File: config.mk
export PLATFORM = sky130hd
export DESIGN_NAME = fp_norm_24
export DESIGN_NICKNAME = d
export VERILOG_FILES = /design/src/rtl/fp_norm_24.sv
export SDC_FILE = /design/constraint.sdc
export NUM_CORES = 1
export LEC_CHECK = 0
export BUFFER_PORTS_ARGS = -buffer_cell sky130_fd_sc_hd__buf_2
export CORE_MARGIN = 4
export CORE_UTILIZATION = 56
export CTS_BUF_LIST = sky130_fd_sc_hd__clkbuf_8
export DETAILED_ROUTE_END_ITERATION = 12
export PLACE_DENSITY = 0.8
export SYNTH_ARGS = -nofsm -noshare
export SYNTH_HDL_FRONTEND = slang
export SYNTH_SLANG_ARGS = --single-unit
export TNS_END_PERCENT = 50
File: constraint.sdc
create_clock -name clk -period 2.9 [get_ports clk]
set_input_delay 0.58 -clock clk [delete_from_list [all_inputs] [get_ports clk]]
set_output_delay 0.58 -clock clk [all_outputs]
set_load 0.01 [all_outputs]
File: src/rtl/fp_norm_24.sv
// fp_norm_24 - post add/sub mantissa normalisation stage.
//
// Takes the raw {carry, sum} from the 24-bit mantissa adder/subtractor with
// the pre-aligned exponent and sign. It corrects an add carry-out with a 1-bit
// right shift, or a subtract borrow by negating and flipping the sign. It then
// left-shifts one bit per cycle until the hidden bit is set, and presents the
// normalised result to rounding/packing over a valid/ready handshake.
//
// Ports:
//   clk        rising-edge clock
//   rst        asynchronous active-high reset
//   in_valid   upstream result available
//   in_ready   block can accept (high only while idle)
//   in_mant    sum from adder/subtractor
//   in_carry   add carry-out, or subtract borrow
//   in_is_sub  1 = in_mant came from the subtractor
//   in_exp     larger operand's biased exponent
//   in_sign    tentative result sign
//   out_valid  normalised result available
//   out_ready  downstream accepts
//   out_mant   normalised mantissa (hidden bit at MSB, 0 for zero/denormal)
//   out_exp    adjusted biased exponent
//   out_sign   final sign
//   out_zero   result is exactly zero
//   out_ovf    exponent overflow (infinity)
//   out_unf    denormal result, exponent clamped to 0
//   out_shift  number of left shifts performed
module fp_norm_24 #(
  parameter int MANT_W = 24,
  parameter int EXP_W  = 8,
  parameter int CNT_W  = 5
) (
  input  logic              clk,
  input  logic              rst,
  input  logic              in_valid,
  output logic              in_ready,
  input  logic [MANT_W-1:0] in_mant,
  input  logic              in_carry,
  input  logic              in_is_sub,
  input  logic [EXP_W-1:0]  in_exp,
  input  logic              in_sign,
  output logic              out_valid,
  input  logic              out_ready,
  output logic [MANT_W-1:0] out_mant,
  output logic [EXP_W-1:0]  out_exp,
  output logic              out_sign,
  output logic              out_zero,
  output logic              out_ovf,
  output logic              out_unf,
  output logic [CNT_W-1:0]  out_shift
);

  localparam logic [1:0] S_IDLE = 2'd0;
  localparam logic [1:0] S_NORM = 2'd1;
  localparam logic [1:0] S_DONE = 2'd2;

  logic [1:0]        r_state;
  logic [MANT_W-1:0] r_mant;
  logic [EXP_W-1:0]  r_exp;
  logic              r_sign;
  logic              r_zero;
  logic              r_ovf;
  logic              r_unf;
  logic [CNT_W-1:0]  r_shift;

  logic [EXP_W-1:0]  w_exp_inc;
  logic              w_add_ovf;
  logic [MANT_W-1:0] w_neg;
  logic              w_add_carry;
  logic              w_sub_borrow;

  assign w_exp_inc    = in_exp + EXP_W'(1);
  // Incrementing into the all-ones exponent means the sum is infinity.
  assign w_add_ovf    = (w_exp_inc == {EXP_W{1'b1}});
  assign w_neg        = (~in_mant) + MANT_W'(1);
  assign w_add_carry  = ~in_is_sub & in_carry;
  assign w_sub_borrow = in_is_sub & in_carry;

  assign in_ready  = (r_state == S_IDLE);
  assign out_valid = (r_state == S_DONE);
  assign out_mant  = r_mant;
  assign out_exp   = r_exp;
  assign out_sign  = r_sign;
  assign out_zero  = r_zero;
  assign out_ovf   = r_ovf;
  assign out_unf   = r_unf;
  assign out_shift = r_shift;

  always_ff @(posedge clk or posedge rst) begin
    if (rst) begin
      r_state <= S_IDLE;
      r_mant  <= '0;
      r_exp   <= '0;
      r_sign  <= 1'b0;
      r_zero  <= 1'b0;
      r_ovf   <= 1'b0;
      r_unf   <= 1'b0;
      r_shift <= '0;
    end else begin
      case (r_state)
        S_IDLE: begin
          if (in_valid) begin
            r_shift <= '0;
            r_zero  <= 1'b0;
            r_ovf   <= 1'b0;
            r_unf   <= 1'b0;
            r_sign  <= in_sign;
            r_state <= S_NORM;
            if (w_add_carry) begin
              if (w_add_ovf) begin
                // Infinity needs no normalisation; present it immediately.
                r_ovf   <= 1'b1;
                r_mant  <= '0;
                r_exp   <= {EXP_W{1'b1}};
                r_state <= S_DONE;
              end else begin
                r_mant <= {1'b1, in_mant[MANT_W-1:1]};
                r_exp  <= w_exp_inc;
              end
            end else if (w_sub_borrow) begin
              // Borrow means b > a: take the magnitude and swap the sign.
              r_mant <= w_neg;
              r_exp  <= in_exp;
              r_sign <= ~in_sign;
            end else begin
              r_mant <= in_mant;
              r_exp  <= in_exp;
            end
          end
        end
        S_NORM: begin
          if (r_mant == '0) begin
            r_exp   <= '0;
            r_sign  <= 1'b0;
            r_zero  <= 1'b1;
            r_state <= S_DONE;
          end else if (r_mant[MANT_W-1]) begin
            r_state <= S_DONE;
          end else if (r_exp <= EXP_W'(1)) begin
            // Exponent exhausted: leave the mantissa as a denormal.
            r_exp   <= '0;
            r_unf   <= 1'b1;
            r_state <= S_DONE;
          end else begin
            r_mant  <= {r_mant[MANT_W-2:0], 1'b0};
            r_exp   <= r_exp - EXP_W'(1);
            r_shift <= r_shift + CNT_W'(1);
          end
        end
        S_DONE: begin
          if (out_ready) r_state <= S_IDLE;
        end
        default: r_state <= S_IDLE;
      endcase
    end
  end

endmodule

==> impl_results.md, run 1 <==
* Most common cell after layout, fill and taps aside: buf_2
* Synth area leaders: dfrtp_1, a221o_1, a32o_1
* Worst setup path class: flop to flop
* XOR/XNOR Fraction of Synth Area at 4.60%
* Setup_tns at 0 ns
* Ys Warns at 0
* Fin area at 0.00405 mm²
* Max Cap Viol at 0
* Main synth FF type: dfrtp_1
* EDFF count, synth at 0
* DRT iter0 DRCs at 307
* Setup crit start kind: flop
* PortBufs at 81
* Async set-reset flop share out of synthesis at 100%
* Clk_lat worst skew at 0.30 ns
* Simple-Gate Fraction of Synth Area at 24.4%
* Outcome: finished clean
* Worst path cell trace: or4_1 > or2_1 > o211ai_1 > and2_1 > a221o_1
* Layout cells sized above 1 at 25.7%
* CTS sink count at 43
* Post-synthesis cell count at 396
* Area of the mapped netlist at 0.00343 mm²
* DRT Pass-1 Iters at 5
* Vias in the first global route at roughly 3500
* Largest family of logic cells by synthesized area: compound AO/OA/AOI/OAI gates
* Worst R2R Start: out_mant[1]$_DFFE_PP0P_
* DP HPWL at 7780 µm
* FF-to-FF End: out_mant[1]$_DFFE_PP0P_
* Pin count of the biggest net entering global routing at 23
* Max-slew violations at 0
* Total GRT Usage at 28.4%
* Post-Synthesis Net Count at roughly 440
* Dpl ws at 0.150 ns
* CTS resizes at 0
* Fin nets at 523
* Clock Root Buffer: clkbuf_8
* Ant diodes at 0
* Largest stage delay, worst path at 0.68 ns
* Cells on worst reg2reg path at 5
* Final Hold Viols at 0
* GPL Wtd Cong at 0.908
* P_leak at 1.84 nW
* Met2 wire length at between 4000 and 5000 µm
* H-tree level count at 2
* Pwr Total at 0.00310 W
* Area Overhead vs Synth at 18.2%
* DR WL met3 at just under 800 µm
* Initial Util at 57.9%
* Worst-path maximum fanout at 10
* Met1 WL at 4390 µm
* Yosys cell types at 64
* GRT overflow at 0
* Number of routed nets with antenna violations at 0
* Setup slack, reg-to-reg at 0.28 ns
* WP data arrival at roughly 2.9 ns
* Worst Max-Slew Pin Slew at 0.926 ns
* FILL cells at 509
* Placed inst area at 0.00396 mm²
* Post-synthesis compound-gate area fraction at a little under a third
* Die Y at 86.2 µm
* Clock skew at 0.00341 ns
* Core area at 0.00592 mm²
* Worst slew margin at 38.2%
* RSZ-0062 raised after global routing: no
* Worst endpoint required time at 3.15 ns
* Peak supply drop at around 500 µV
* PD cells at ~770 mW/mm²
* Via count at between 3000 and 4000
* Area share of the largest cell type after synthesis at 31.4%
* Clock Tree Buf Depth at 2
* Die outline width at between 80 and 90 µm
* Total CTS buffers at 5
* CTS tree: built
* Fmax at ~380 MHz
* CP max-delay cell: o211ai_1
* Multiplexer share of the synthesized area at approximately 1.5%
* Worst setup margin at between 0.2 and 0.3 ns
* # Post-CTS Setup Buffers at 0
* Hold Buf Count CTS at 0
* Adder-Cell Fraction of Synth Area at 2.19%
* IO Count at 82
* Worst Hold Class: input pin to asynchronous set/reset pin
* Clock-pin transition on the worst setup and hold timing paths at approximately 0.09 ns
* Initial antenna violation count at 0
* Final min period at 2.62 ns
* Sequential cell area fraction in the yosys report at a little under a third
* First-pass GRT wire length at 17100 µm
* Most frequent cells in the layout: buf_2, dfrtp_1, nor2_1
* Syn avg cell area at slightly below 9 µm²
* Vias per cell at 6.75
* Final setup vio count at 0
* Synth area leader: dfrtp_1
* Row Count at 28
* Tcrit/Tclk final at 90.4%
* Endpoint kind of the worst setup timing path: flop
* Yosys reg bits at 43
* WL final at 10300 µm
* Remaining design rule violation count at 0
* DR WL/cell at roughly 19 µm
* Top sig layer: met4
* Full die area at 0.00743 mm²
per-stage QoR:
stage          std cells  hold slack, ns  util (%)
4_1_cts              554           0.499      68.4
6_report             554           0.468      68.4
3_3_place_gp         546           0.465      66.9
5_1_grt              554           0.521      68.4
2_1_floorplan        396           0.518         -
3_5_place_dp         546           0.486      66.9
state kept, by name, summed over array words and instances (netlist names):
| signal | flops |
|---|---|
| r_state | 2 |
| out_ovf | 1 |
| out_exp | 8 |
| out_unf | 1 |
| out_mant | 24 |
| out_sign | 1 |
| out_zero | 1 |
| out_shift | 5 |
where the power goes:
group / internal (W) / total (W) / switching [W]
clock: 0.000165 / 0.000388 / 0.000222
sequential: 0.000824 / 0.00112 / 0.000292
combinational: 0.000711 / 0.00159 / 0.000883
total: 0.00170 / 0.00310 / 0.00140
per-layer routing:
| layer | GRT usage, % | vias up |
|---|---|---|
| met2 | 45.8 | 178 |
| met3 | 5.42 | 30 |
| li1 | - | 1730 |
| met4 | 9.77 | 0 |
| met5 | 0 | - |
| met1 | 38.3 | 1803 |
logic make-up (layout without fill, tap and decap cells):
logic type                 Yosys count  in the layout
AOI/OAI and AO/OA                  133            133
adders and majority gates            6              6
DFF                                 43             43
and+or+nand+nor                    144            144
xor gates and xnor gates            18             18
muxes                                5              5
buffers and inverters               47            130
cells in the mapped netlist, types with 4 or more instances:
library cell and count:
clkbuf_1 19, nand2b_1 11, o311ai_0 5, or3_1 11, a22o_1 8, nand2_1 16
xor2_1 9, nor2b_1 7, nor4_1 13, nor2_1 25, a211o_1 6, ha_1 6
a31oi_1 10, a221o_1 17, a21oi_1 17, buf_2 6, nor3_1 11, o22ai_1 6
or4_1 9, xnor2_1 9, nand3_1 9, nand3b_1 4, o21ai_0 13, inv_1 21
a32o_1 15, nand4_1 8, dfrtp_1 43
critical path, delay by kind of cell (launching register included):
family,cells,cell delay (ns)
and+or+nand+nor,3,1.26
AOI/OAI and AO/OA,2,0.88
DFF,1,0.43
how the worst max path moves through the flow:
| stage | start | endpoint | cells past startpoint |
|---|---|---|---|
| floorplan | in_exp[0] | out_mant[13]$_DFFE_PP0P_ | 7 |
| global route | out_mant[1]$_DFFE_PP0P_ | out_mant[10]$_DFFE_PP0P_ | 5 |
| detailed placement | in_exp[1] | out_mant[16]$_DFFE_PP0P_ | 8 |
| global placement | in_exp[1] | out_mant[19]$_DFFE_PP0P_ | 8 |
| finish | out_mant[1]$_DFFE_PP0P_ | out_mant[1]$_DFFE_PP0P_ | 5 |
| CTS | out_mant[1]$_DFFE_PP0P_ | out_mant[1]$_DFFE_PP0P_ | 5 |
area by class of cell:
type                       count  area, µm²  area share [%]
multi-input combinational    306       2160            53.3
tap                           75       93.8            2.32
clock buffer                   5       68.8            1.70
clock inverter                 3       16.3           0.402
timing repair buffer         101        556            13.7
sequential                    43       1080            26.6
inverter                      21       78.8            1.95
No activity file was read; power rests on OpenSTA's default activity.
==> run 2, diff against run 1 <==
--- a/config.mk
+++ b/config.mk
@@ -11,6 +11,7 @@
 export CTS_BUF_LIST = sky130_fd_sc_hd__clkbuf_8
 export DETAILED_ROUTE_END_ITERATION = 12
 export PLACE_DENSITY = 0.8
+export SETUP_SLACK_MARGIN = 0.2
 export SYNTH_ARGS = -nofsm -noshare
 export SYNTH_HDL_FRONTEND = slang
 export SYNTH_SLANG_ARGS = --single-unit
==> constraint.sdc (replaced) <==
create_clock -name clk -period 2.9 [get_ports clk]
set_input_delay 0.58 -clock clk [delete_from_list [all_inputs] [get_ports clk]]
set_output_delay 0.58 -clock clk [all_outputs]
set_load 0.1 [all_outputs]
==> impl_results.md, run 2 (same netlist as run 1, synthesis figures left out) <==
* Total GRT Usage at 28.4% (unchanged)
* Remaining design rule violation count at 0 (unchanged)
* Clock-pin transition on the worst setup and hold timing paths at 0.09 ns (about the same)
* DRT Pass-1 Iters at 6 (+1)
* Full die area at 0.00743 mm² (unchanged)
* Vias per cell at 6.69 (-0.92%)
* CP max-delay cell: o31ai_1
* DR WL/cell at 18.5 µm (-0.72%)
* Worst slew margin at 38.3% (+0.084 points)
* Clock skew at 0.00304 ns (-0.000365 ns)
* Vias in the first global route at 3533 (unchanged)
* Die Y at 86.2 µm (unchanged)
* Row Count at 28 (unchanged)
* Die outline width at 86.2 µm (unchanged)
* Worst Max-Slew Pin Slew at 0.925 ns (-0.00126 ns)
* Worst-path maximum fanout at 15 (+5)
* Max-slew violations at 0 (unchanged)
* Worst R2R Start: out_exp[5]$_DFFE_PP0P_
* Total CTS buffers at 5 (unchanged)
* Critical path origin: out_exp[5]$_DFFE_PP0P_
* Tcrit/Tclk final at 85.4% (-5.0 points)
* Util after Layout at 68.6% (+0.25 points)
* DP HPWL at 7780 µm (unchanged)
* Outcome: finished clean
* CTS sink count at 43 (unchanged)
* Initial antenna violation count at 0 (unchanged)
* P_leak at 1.85 nW (+0.49%)
* Fmax at 404 MHz (+5.9%)
* CTS tree: built
* Final setup vio count at 0 (unchanged)
* H-tree level count at 2 (unchanged)
* DRT iter0 DRCs at 315 (+2.6%)
* Multi-input logic area at 0.00216 mm² (unchanged)
* Final Hold Viols at 0 (unchanged)
* Worst path cell trace: or3_1 > o31ai_1 > nor2_1 > buf_4 > a221o_1 > a221o_1
* Final min period at 2.48 ns (-0.145 ns)
* Pwr Total at 0.00465 W (+50%)
* FILL cells at 507 (-0.39%)
* PortBufs at 81 (unchanged)
* IO Count at 82 (unchanged)
* Initial Util at 57.9% (unchanged)
* Largest stage delay, worst path at 0.49 ns (-0.19 ns)
* First-pass GRT wire length at 17100 µm (unchanged)
* Pin count of the biggest net entering global routing at 23 (unchanged)
* Fin nets at 525 (+0.38%)
* GPL Wtd Cong at 0.908 (unchanged)
* Worst endpoint required time at 3.09 ns (-0.06 ns)
* GRT overflow at 0 (unchanged)
* PD cells at 1150 mW/mm² (+50%)
* Number of routed nets with antenna violations at 0 (unchanged)
* WP data arrival at 2.67 ns (-0.20 ns)
* Peak supply drop at 946 µV (+91%)
* Ant diodes at 0 (unchanged)
* RSZ-0062 raised after global routing: no
* Endpoint kind of the worst setup timing path: flop
* Most frequent cells in the layout: buf_2, dfrtp_1, nor2_1
* Via count at 3720 (-0.56%)
* Core area at 0.00592 mm² (unchanged)
* Largest register FFs at 24 (unchanged)
* Setup_tns at 0 ns (unchanged)
* Hold Buf Count CTS at 0 (unchanged)
* Most common cell after layout, fill and taps aside: buf_2
* Sequential cell area at 0.00108 mm² (unchanged)
* Layout cells sized above 1 at 26.0% (+0.31 points)
* Clk_lat worst skew at 0.30 ns (about the same)
* Area Overhead vs Synth at 18.6%
* Clock Tree Buf Depth at 2 (unchanged)
* Most frequent CP cell: a221o_1
* Worst setup path class: flop to flop
* Setup crit start kind: flop
* Max Cap Viol at 0 (unchanged)
* Worst Hold Class: input pin to asynchronous set/reset pin
* Clock Root Buffer: clkbuf_8
* WL final at 10300 µm (-0.36%)
## run 2: final timing paths
check	to	slack [ns]	cells past startpoint
max in group asynchronous	out_unf$_DFFE_PP0P_	1.70	3
hold reg to reg	out_zero$_DFFE_PP0P_	0.50	1
setup / recovery	out_mant[10]$_DFFE_PP0P_	0.42	6
min in group clk	out_zero$_DFFE_PP0P_	0.50	1
hold / removal	out_exp[4]$_DFFE_PP0P_	0.47	2
setup reg to reg	out_mant[10]$_DFFE_PP0P_	0.42	6
## run 2: power by group
group,internal [W],total [W],switching (W)
logic,0.000730,0.00315,0.00242
clock network,0.000165,0.000388,0.000223
registers,0.000824,0.00111,0.000291
## run 2: what timing repair did
action | in CTS | in global routing
setup buffers | 0 | 2
endpoints found under the setup margin | 0 | 8
resized for setup | 0 | 0
## run 2: metal layers
metal	global-route usage [%]	wire length [µm]	vias up
li1	-	-	1741
met1	38.3	4320	1793
met2	45.8	4920	168
met3	5.42	858	18
met4	9.77	172	0
met5	0	0	-
## run 2: cell type report
| class | instances | area share, % |
|---|---|---|
| sequential | 43 | 26.5 |
| multi-input combinational | 306 | 53.1 |
| clock inverter | 3 | 0.400 |
| timing repair buffer | 103 | 14.0 |
| tap | 75 | 2.31 |
| clock buffer | 5 | 1.69 |
| inverter | 21 | 1.94 |
## run 2: worst max-delay path: cells and delay by family (launching register included)
family	cells	cell delay, ns
DFF	1	0.44
and+or+nand+nor	2	0.60
AOI/OAI and AO/OA	3	1.09
buffers and inverters	1	0.23
## run 2: per-stage QoR
stage               hold WS, ns  worst slack [ns]  instances  area, µm²
floorplan                 0.661             0.218        396       3430
global placement          0.465             0.207        546       3960
detailed placement        0.486             0.150        546       3960
CTS                       0.499             0.335        554       4050
global route              0.521             0.305        556       4060
finish                    0.470             0.422        556       4060
